## src/rtl/ras_push_pop_ctrl.sv

```systemverilog
// Return-address-stack sequencer: turns BPU call/return hints into RAS push/pop strobes,
// returns the predicted return target and forwards FTQ redirects as RAS snapshot strobes.
module ras_push_pop_ctrl #(
    parameter int ADDRW   = 32,
    parameter int INSTB   = 4,
    parameter int FTQIDXW = 6,
    parameter int CNTW    = 8
) (
    input  logic               i_clk,
    input  logic               i_rst,
    input  logic               i_bpu_valid,
    output logic               o_bpu_ready,
    input  logic               i_bpu_is_call,
    input  logic               i_bpu_is_ret,
    input  logic [ADDRW-1:0]   i_bpu_call_pc,
    input  logic [FTQIDXW-1:0] i_bpu_ftq_idx,
    input  logic               i_ftq_redirct,
    output logic               o_ras_rable,
    output logic               o_ras_wable,
    output logic [ADDRW-1:0]   o_ras_din,
    output logic               o_ras_redirct,
    input  logic [ADDRW-1:0]   i_ras_dout,
    input  logic               i_ras_full,
    input  logic               i_ras_empty,
    output logic               o_pred_valid,
    output logic               o_pred_miss,
    output logic [ADDRW-1:0]   o_pred_target,
    output logic [FTQIDXW-1:0] o_pred_ftq_idx,
    output logic [CNTW-1:0]    o_ovf_cnt,
    output logic [CNTW-1:0]    o_udf_cnt
);

    typedef enum logic [1:0] {
        S_IDLE    = 2'd0,
        S_RET     = 2'd1,
        S_RETWAIT = 2'd2,
        S_CALL    = 2'd3
    } state_t;

    state_t               r_state;
    state_t               w_next;
    logic                 r_is_call;
    logic [ADDRW-1:0]     r_call_pc;
    logic [FTQIDXW-1:0]   r_ftq_idx;
    logic                 r_pred_valid;
    logic                 r_pred_miss;
    logic [ADDRW-1:0]     r_pred_target;
    logic [FTQIDXW-1:0]   r_pred_ftq_idx;
    logic                 r_ras_redirct;
    logic [CNTW-1:0]      r_ovf_cnt;
    logic [CNTW-1:0]      r_udf_cnt;

    logic                 w_accept;
    logic                 w_rable;
    logic                 w_wable;
    logic                 w_pred_fire;
    logic                 w_pred_miss;
    logic                 w_udf_inc;
    logic                 w_ovf_inc;

    assign o_bpu_ready = (r_state == S_IDLE) & ~i_ftq_redirct;
    assign w_accept    = i_bpu_valid & o_bpu_ready;

    // State register
    always_ff @(posedge i_clk or posedge i_rst) begin
        if (i_rst) begin
            r_state <= S_IDLE;
        end else begin
            r_state <= w_next;
        end
    end

    // Next state and strobe decode; a redirect forces IDLE and leaves every strobe low
    always_comb begin
        w_next      = r_state;
        w_rable     = 1'b0;
        w_wable     = 1'b0;
        w_pred_fire = 1'b0;
        w_pred_miss = 1'b0;
        w_udf_inc   = 1'b0;
        w_ovf_inc   = 1'b0;
        if (i_ftq_redirct) begin
            w_next = S_IDLE;
        end else begin
            case (r_state)
                S_IDLE: begin
                    if (i_bpu_valid && i_bpu_is_ret) begin
                        w_next = S_RET;
                    end else if (i_bpu_valid && i_bpu_is_call) begin
                        w_next = S_CALL;
                    end else begin
                        w_next = S_IDLE;
                    end
                end
                S_RET: begin
                    if (!i_ras_empty) begin
                        w_rable = 1'b1;
                        w_next  = S_RETWAIT;
                    end else begin
                        w_udf_inc   = 1'b1;
                        w_pred_fire = 1'b1;
                        w_pred_miss = 1'b1;
                        w_next      = r_is_call ? S_CALL : S_IDLE;
                    end
                end
                S_RETWAIT: begin
                    w_pred_fire = 1'b1;
                    w_next      = r_is_call ? S_CALL : S_IDLE;
                end
                S_CALL: begin
                    if (!i_ras_full) begin
                        w_wable = 1'b1;
                    end else begin
                        w_ovf_inc = 1'b1;
                    end
                    w_next = S_IDLE;
                end
                default: begin
                    w_next = S_IDLE;
                end
            endcase
        end
    end

    // Request capture; a redirect drops whatever was latched
    always_ff @(posedge i_clk or posedge i_rst) begin
        if (i_rst) begin
            r_is_call <= 1'b0;
            r_call_pc <= '0;
            r_ftq_idx <= '0;
        end else if (i_ftq_redirct) begin
            r_is_call <= 1'b0;
            r_call_pc <= '0;
            r_ftq_idx <= '0;
        end else if (w_accept) begin
            r_is_call <= i_bpu_is_call;
            r_call_pc <= i_bpu_call_pc;
            r_ftq_idx <= i_bpu_ftq_idx;
        end
    end

    // Prediction result, snapshot strobe and saturating drop counters
    always_ff @(posedge i_clk or posedge i_rst) begin
        if (i_rst) begin
            r_pred_valid   <= 1'b0;
            r_pred_miss    <= 1'b0;
            r_pred_target  <= '0;
            r_pred_ftq_idx <= '0;
            r_ras_redirct  <= 1'b0;
            r_ovf_cnt      <= '0;
            r_udf_cnt      <= '0;
        end else begin
            r_ras_redirct <= i_ftq_redirct;
            r_pred_valid  <= w_pred_fire;
            r_pred_miss   <= w_pred_fire & w_pred_miss;
            if (w_pred_fire) begin
                r_pred_target  <= w_pred_miss ? '0 : i_ras_dout;
                r_pred_ftq_idx <= r_ftq_idx;
            end
            if (w_ovf_inc && (r_ovf_cnt != {CNTW{1'b1}})) begin
                r_ovf_cnt <= r_ovf_cnt + {{(CNTW-1){1'b0}}, 1'b1};
            end
            if (w_udf_inc && (r_udf_cnt != {CNTW{1'b1}})) begin
                r_udf_cnt <= r_udf_cnt + {{(CNTW-1){1'b0}}, 1'b1};
            end
        end
    end

    assign o_ras_rable    = w_rable;
    assign o_ras_wable    = w_wable;
    assign o_ras_din      = w_wable ? (r_call_pc + ADDRW'(INSTB)) : '0;
    assign o_ras_redirct  = r_ras_redirct;
    assign o_pred_valid   = r_pred_valid;
    assign o_pred_miss    = r_pred_miss;
    assign o_pred_target  = r_pred_target;
    assign o_pred_ftq_idx = r_pred_ftq_idx;
    assign o_ovf_cnt      = r_ovf_cnt;
    assign o_udf_cnt      = r_udf_cnt;

endmodule
```

## config.mk

```make
export PLATFORM = sky130hd
export DESIGN_NAME = ras_push_pop_ctrl
export DESIGN_NICKNAME = d
export VERILOG_FILES = /design/src/rtl/ras_push_pop_ctrl.sv
export SDC_FILE = /design/constraint.sdc
export NUM_CORES = 1
export LEC_CHECK = 0
export CAP_MARGIN = 20
export CORE_AREA = 3 3 153 118
export DETAILED_ROUTE_END_ITERATION = 10
export DIE_AREA = 0 0 156 121
export SLEW_MARGIN = 20
export SYNTH_ARGS = -nofsm -noshare
export SYNTH_HDL_FRONTEND = slang
export SYNTH_SLANG_ARGS = --single-unit
```

## constraint.sdc

```tcl
create_clock -name i_clk -period 2.9 [get_ports i_clk]
set_clock_uncertainty 0.05 [all_clocks]
set_input_delay 0.435 -clock i_clk [delete_from_list [all_inputs] [get_ports i_clk]]
set_output_delay 0.435 -clock i_clk [all_outputs]
set_load 0.005 [all_outputs]
```

==> results by stage, run 1 <==
Outcome:
- The run finished with clean final reports.

Detailed routing:
- Using the TritonRoute via totals, the vias-per-cell ratio works out to approximately 4.8.
- Wires add up to 14900 µm.
- After detailed routing, the number of remaining DRC violations is 0.
- The first detailed-routing pass ran for 4 iterations.
- The first routing iteration left approximately 190 violations.
- The count of nets left with antenna violations once routing finished came out at 0.
- The number of vias after detailed routing is about 4.7k.
- In the final routed layout, each cell accounts on average for 15.1 µm.

Synthesis:
- The number of warnings issued by yosys is 0.
- In the synthesized netlist, the cells that appear most often are 174 x nand2_1, 98 x dfrtp_1, 50 x nand3_1, 36 x o21ai_0, 26 x clkbuf_1.
- The biggest area contributor in the post-synthesis netlist is dfrtp_1.
- The share of flip-flops with an asynchronous set or reset is 100%.
- The top cell type by area accounts for between 50 and 60% of the synthesized area.
- The cell area after synthesis is just under 5000 µm².
- The net count of the mapped netlist is between 600 and 700.
- The part of the Yosys area used for sequential elements is between 50% and 60%.
- The number of storage elements in the synthesis netlist is 98.
- The count of flip-flops with a built-in enable after synthesis is 0.
- The most frequent cell after synthesis is nand2_1.
- Yosys mapped the design onto 45 distinct sky130hd cell types.
- The most used flip-flop cell after synthesis is dfrtp_1.
- In the synthesized netlist, the number of instances is about 560.
- By area the synthesized netlist is led by dfrtp_1 51%, nand2_1 14%, nand3_1 5.2%.
- Averaged over all synthesized cells, the footprint is 8.58 µm².

Timing:
- Setup repair after global routing could not meet its margin everywhere.
- The number of max-slew violations in the final report is 0.
- Setup violations remaining at the end of the flow were counted as 0.
- After routing, the total negative slack on setup checks comes to 0 ps.
- Derived from the worst setup path, the maximum achievable clock frequency is roughly 350 MHz.
- The final worst hold slack is roughly 420 ps.
- The minimum clock period is roughly 2800 ps.
- The slew of the pin with the lowest slew margin is 646 ps.
- Headroom to the max-slew limit came out at a little under three fifths.
- The hold violation total from the final report was 0.
- The worst path meets setup with about 73 ps of slack.
- Dividing the final minimum period by the clock period gives between 90% and 100%.

CTS:
- Clock latency on the worst-skew pair, taken at its later pin, is about 340 ps.
- The clock passes through at most 2 buffers.
- For this design, the sink count on the clock tree is slightly below 100.
- Counting the buffers created by CTS gives 9.
- The number of levels the H-tree was split into is 3.
- TritonCTS built the clock tree.
- After clock tree synthesis, the flow added hold-fix buffers numbering 0.
- The clock transition at the registers of the reported paths is ~70 ps.
- CTS placed an instance of clkbuf_16 at the clock tree root.

Worst setup path:
- The setup slack of the worst register-to-register path is 970 ps.
- The critical path is of the flip-flop to output port type.
- The worst register-to-register path ends at r_call_pc[30]$_DFFE_PP0P_.
- STA classifies the critical path endpoint as an output port.
- The element type at the critical path start is a flip-flop.
- Along the worst path, the maximum fanout reaches 6.
- For the worst flop-to-flop path, the logic depth is 6.
- The startpoint of the worst register-to-register path is r_state[1]$_DFF_PP0_.
- At the worst endpoint, the arrival time is 2340 ps.
- Data on the critical path is required at its endpoint by 2410 ps.

Cells and area:
- In the final design database the tool counted about 850 nets.
- The utilization after layout is between 40 and 50%.
- The finished layout holds around 980 standard cells, fillers aside.
- The layout cell share with drive strength beyond 1 is between 10% and 20%.
- The number of antenna diodes is 0.
- The area added between synthesis and finish is 54.9%.
- The finished cells cover 7480 µm².

Global route:
- The via count of the first global-routing pass is approximately 4.6k.
- Global routing finished with a remaining overflow of 0.
- Entering global routing, the biggest net connects ~100 pins.
- The global-route wire length before repair is approximately 24000 µm.
- Global routing used between 15 and 20% of the available tracks across all layers.
- The initial antenna violation count is 0.

Power:
- The total power per unit cell area is approximately 570 nW/µm².
- The leakage power of the design is 3.26 nW.
- The total power draw is about 4.3 mW.
- The worst-case vdd ir drop is between 200 and 300 µV.

Floorplanning:
- The height of the die is 121 µm.
- The initial utilization of the core area, before any placement, comes to between 20% and 30%.
- The I/O pin count is 170.
- Measured along the x axis, the die boundary spans about 160 µm.
- The floorplan die area is between 15000 and 20000 µm².
- After floorplanning, the core was sized to cover 16700 µm².
- The number of placement rows is 41.

Hold path:
- In this run the worst hold path is classified as flip-flop to flip-flop.
- The worst hold path terminates at o_pred_target[14]$_DFFE_PP0P_.
- The worst hold path begins at o_pred_target[14]$_DFFE_PP0P_.
- The cell depth of the worst min-delay path is 2.

Placement:
- Input and output buffers added on the ports amount to between 150 and 200.
- The worst-case setup slack after placement is -37.6 ps.
- Routability-driven placement finished with a final weighted congestion of about 0.9.
- The HPWL after detailed placement is 10700 µm.
- The count of placed standard cells including taps is 944.
- Summing all placed instances gives a cell area of 6940 µm².

Job:
- The max-cap violation count is 0.
==> layout make-up <==
type | count | area [µm²]
Clock buffer | 9 | 225
Clock inverter | 7 | 83.8
Fill cell | 1622 | 9190
Inverter | 13 | 52.6
Multi-Input combinational cell | 420 | 2280
Sequential cell | 98 | 2450
Tap cell | 215 | 269
Timing Repair Buffer | 220 | 2120
==> flip-flops by register name (all words and copies together), names as in the netlist <==
name            count
o_pred_target      32
r_call_pc          32
o_ovf_cnt           8
o_udf_cnt           8
o_pred_ftq_idx      6
r_ftq_idx           6
r_state             2
o_pred_miss         1
o_pred_valid        1
o_ras_redirct       1
r_is_call           1
==> worst max path at each step <==
stage	to	cells past startpoint	from
final	o_ras_din[17]	6	r_call_pc[13]$_DFFE_PP0P_
after global placement	o_ras_din[1]	6	i_ras_full
after detailed placement	o_ras_din[3]	6	i_ras_full
after floorplan	o_ras_din[29]	5	r_call_pc[10]$_DFFE_PP0P_
after global routing	o_ras_din[17]	6	r_call_pc[13]$_DFFE_PP0P_
after CTS	o_ras_din[12]	8	r_call_pc[3]$_DFFE_PP0P_
==> what timing repair did <==
item                       in CTS  in global routing
pin swaps                       4                  5
gates resized for setup        29                 19
setup buffers                  19                  3
setup endpoints to repair      20                 11
==> report_power, final <==
group	total, mW	leakage (nW)	internal, mW	switching (mW)
combinational	1.16	1.82	0.712	0.444
sequential	1.88	1.30	1.67	0.206
clock	1.23	0.149	0.686	0.548
==> placed cells by master, fill, tap and decap left out, types with 4 or more instances in the layout <==
master	instances
xnor2_1	11
dfrtp_1	96
o21ai_0	36
nand3_1	49
inv_1	10
nor2_1	23
nand2_1	173
ha_1	6
clkbuf_16	9
buf_12	4
clkdlybuf4s50_1	155
nand4_1	10
buf_4	44
or4_1	11
a21oi_2	5
a21oi_1	13
nor3_1	5
xor2_1	14
and2_1	4
dlygate4sd2_1	9
o31ai_1	17
==> critical path: stages, from the launching register on <==
cell and delay (ps):
dfrtp_1 360, buf_4 120, and4_4 250, nand2_2 100, or4_4 520, a21oi_2 140
clkdlybuf4s50_1 500
==> cells by family (layout without fill, tap and decap cells) <==
| logic type | after synthesis | count (layout) | synth area share, % |
|---|---|---|---|
| buffers and inverters | 45 | 249 | 3.58 |
| adders and majority gates | 8 | 8 | 2.07 |
| xor gates and xnor gates | 25 | 25 | 4.53 |
| DFF | 98 | 98 | 50.8 |
| AOI/OAI and AO/OA | 82 | 82 | 10.1 |
| and+or+nand+nor | 304 | 304 | 28.7 |
| muxes | 1 | 1 | 0.233 |
==> layer usage <==
layer,part of all wire (%),track usage (%),vias up
li1,-,-,2318
met1,49,22.8,2217
met2,44,22.8,137
met3,6.5,4.35,12
met4,0.80,3.53,0
met5,0,0,-
Note: power is estimated with default switching activity, not from simulation.
==> run 2, diff against run 1 <==
--- a/config.mk
+++ b/config.mk
@@ -9,6 +9,7 @@
 export CORE_AREA = 3 3 153 118
 export DETAILED_ROUTE_END_ITERATION = 10
 export DIE_AREA = 0 0 156 121
+export PLACE_DENSITY = 0.69
 export SLEW_MARGIN = 20
 export SYNTH_ARGS = -nofsm -noshare
 export SYNTH_HDL_FRONTEND = slang
==> constraint.sdc (replaced) <==
create_clock -name i_clk -period 2.3 [get_ports i_clk]
set_clock_uncertainty 0.05 [all_clocks]
set_input_delay 0.345 -clock i_clk [delete_from_list [all_inputs] [get_ports i_clk]]
set_output_delay 0.345 -clock i_clk [all_outputs]
set_load 0.005 [all_outputs]
==> results by stage, run 2 (synthesis results as in run 1) <==
Timing:
- The minimum clock period is ~2700 ps.
- The slew of the pin with the lowest slew margin is 549 ps (-96.4 ps).
- After layout, the worst path uses 116% of the clock period.
- Derived from the worst setup path, the maximum achievable clock frequency is 375 MHz.
- The number of max-slew violations in the final report came to 0 (unchanged).
- The hold violation total from the final report is 0 (unchanged).
- Setup repair after global routing could not meet its margin everywhere.
- The worst setup slack after layout is -370 ps (-443 ps).
- The headroom to the max-slew limit is 63.4% (+6.5 points).
- The final-report setup violation count is 17 (+17).
- The final setup TNS is -3950 ps (-3950 ps).

Worst setup path:
- The required time of the critical path is 1900 ps (-510 ps).
- By startpoint and endpoint, the worst setup path is classified as flip-flop to output port.
- The startpoint of the worst register-to-register path is r_state[0]$_DFF_PP0_.
- The largest fanout on the critical path is 3 (-3).
- The critical path's most frequent cell is buf_6.
- STA classifies the critical path startpoint as a flip-flop.
- The worst endpoint data arrival time is 2270 ps (-70 ps).
- The endpoint kind of the worst setup timing path is an output port.
- Grouping stages by cell kind, the critical path spends the most delay in simple AND/OR/NAND/NOR gates.
- The critical path goes through nand4_2 -> or4_4 -> buf_6 -> buf_6 -> or4_1 -> a21oi_1 -> buf_2.
- The depth of the worst register-to-register path is 9 (+3).
- The worst register-to-register path ends at o_pred_target[25]$_DFFE_PP0P_.
- Among all stages on the critical path, the largest delay is contributed by or4_4.
- The origin of the worst setup path is r_call_pc[10]$_DFFE_PP0P_.
- The largest incremental delay on the critical path is 550 ps (+30 ps).
- The number of buffers and inverters on the critical path is 3 (+1).
- The setup slack of the worst register-to-register path is 440 ps (-530 ps).

Outcome:
- The final reports fail on setup timing.
- The flow ran to the end, but the final reports show violations.

Detailed routing:
- The number of vias after detailed routing was 4848 (+3.5%).
- The detailed-routed wire length on met2 was 6770 µm (+3.4%).
- The detailed-routed wire length on met3 is 1040 µm (+6.7%).
- The number of DRC markers in iteration 0 came to 255 (+31%).
- The met1 wire length is 7660 µm (+5.9%).
- The ratio of routed vias to standard cells is 4.79 (+0.33%).
- The detailed-route wire length per cell came to 15.5 µm (+2.3%).
- The remaining antenna violation count after routing is 0 (unchanged).
- The sum of routed wire length over all layers is 15700 µm (+5.5%).
- The iteration count of the initial detailed-routing pass is 4 (unchanged).
- The remaining design rule violation count came to 0 (unchanged).
- The uppermost metal layer occupied by signal nets is met4.

Cells and area:
- The most common cell after layout, fill and taps aside is nand2_1.
- The number of non-filler instances in the completed layout is 1013 (+3.2%).
- The library cells used most frequently in the layout, excluding fill and tap cells, are 173 x nand2_1, 136 x clkdlybuf4s50_1, 98 x dfrtp_1, 66 x buf_4, 47 x nand3_1.
- From synthesis to final layout, the design area changed by 62.3%.
- The utilization after layout is 47.0% (+2.1 points).
- The layout cell share with drive strength beyond 1 was 23.2% (+10 points).
- The number of nets in the final layout is 878 (+3.5%).
- The number of fill cells is 1601 (-1.3%).

Placement:
- The quantity of I/O buffers inserted on ports is 169 (unchanged).
- The count of placed standard cells including taps is 983 (+4.1%).
- The weighted congestion at the end of routability-driven global placement is 0.827 (-7.5%).
- The half-perimeter wire length after detailed placement was 10800 µm (+1.2%).

CTS:
- The clock latency of the later-clocked register in the worst-skew pair is 340 ps (about the same).
- The maximum count of clock buffers along a single path is 2 (unchanged).
- The CTS tree is built.
- The number of buffers added by the clock tree synthesis step is 9 (unchanged).
- The clock transition at the registers of the reported paths is 80 ps (about the same).
- In this run the clock root is driven by a clkbuf_16.
- The number of levels the H-tree was split into came to 3 (unchanged).
- The number of sinks handled by clock tree synthesis is 98 (unchanged).

Hold path:
- The beginning of the worst hold path is r_ftq_idx[2]$_DFFE_PP0P_.
- The cell depth of the worst min-delay path was 2 (unchanged).
- The class of the worst hold path is flip-flop to flip-flop.
- The worst hold path terminates at o_pred_ftq_idx[2]$_DFFE_PP0P_.

Floorplanning:
- The I/O pin count is 170 (unchanged).
- The initial cell density of the core is 29.0% (unchanged).
- The height of the die came to 121 µm (unchanged).
- The floorplan die area is 18900 µm² (unchanged).
- The die boundary width came to 156 µm (unchanged).
- The core outline area is 16700 µm² (unchanged).
- The number of placement rows is 41 (unchanged).

Job:
- The max-cap violation count is 0 (unchanged).

Global route:
- The initial antenna violation count is 1 (+1).
- The global-route wire length before repair came to 24800 µm (+4.5%).
- The global route total overflow is 0 (unchanged).
- The largest net degree at the start of global routing came to 99 (unchanged).
- The total routing usage reported by global routing is 16.5% (+0.96 points).
- The via count of the first global-routing pass is 4691 (+2.3%).

Power:
- The leakage power of the design is 3.49 nW (+7.1%).
- The worst-case vdd ir drop is 387 µV (+47%).
- The total power per unit cell area is 694 nW/µm² (+22%).
run 2: cell count changes in the layout (fill, tap and decap cells not counted), moves of 8 or more:
cell	before	now
a21oi_1	13	4
clkdlybuf4s50_1	155	136
a21oi_2	5	14
buf_4	44	66
nor2_1	23	14
nor2_2	0	8
buf_2	1	20
run 2: layout make-up:
| cell class | instances | area [µm²] | share of cell area (%) |
|---|---|---|---|
| diodes | 1 | 2.50 | 0.0319 |
| repair buffers | 250 | 2320 | 29.6 |
| multi-input cells | 420 | 2430 | 31.0 |
| clock buffers | 9 | 225 | 2.87 |
| well taps | 215 | 269 | 3.43 |
| flip-flops and latches | 98 | 2450 | 31.3 |
| inverters | 13 | 55.1 | 0.703 |
| clock inverters | 7 | 85.1 | 1.09 |
run 2: worst max path at each step:
| stage | endpoint | depth (start not counted) |
|---|---|---|
| after floorplan | o_ras_din[29] | 5 |
| after global placement | o_ras_din[16] | 7 |
| after detailed placement | o_ras_din[16] | 7 |
| after CTS | o_ras_din[31] | 6 |
| after global routing | o_ras_din[29] | 7 |
| final | o_ras_din[29] | 7 |
run 2: worst min-delay path: cells and delay by family, from the launching register on:
| family | cells | cell delay, ps |
|---|---|---|
| flip-flops | 1 | 340 |
| AND/OR/NAND/NOR | 2 | 100 |
run 2: timing repair:
| item | in CTS | in global routing |
|---|---|---|
| hold buffers | 0 | 0 |
| gates cloned | 2 | 0 |
| pin swaps | 22 | 16 |
| gates resized for setup | 147 | 30 |
| buffers inserted | 8 | 5 |
| endpoints found under the setup margin | 35 | 23 |
run 2: stage by stage:
step	total power, mW	cell area, µm²	hold slack (ps)	setup WS (ps)
2_1_floorplan	2.82	4830	326	116
3_3_place_gp	3.85	7270	399	-442
3_5_place_dp	3.89	7270	405	-419
4_1_cts	5.53	7750	418	-414
5_1_grt	5.79	7840	445	-444
6_report	5.44	7840	410	-370
run 2: power breakdown:
| group | total, mW | switching, mW | internal [mW] |
|---|---|---|---|
| clock | 1.58 | 0.715 | 0.865 |
| combinational | 1.52 | 0.592 | 0.925 |
| sequential | 2.34 | 0.232 | 2.11 |
run 2: metal layers:
metal,GRT usage [%],up-vias
met5,0,-
met4,4.19,0
met3,4.74,15
met2,24.0,125
met1,24.2,2328
li1,-,2380
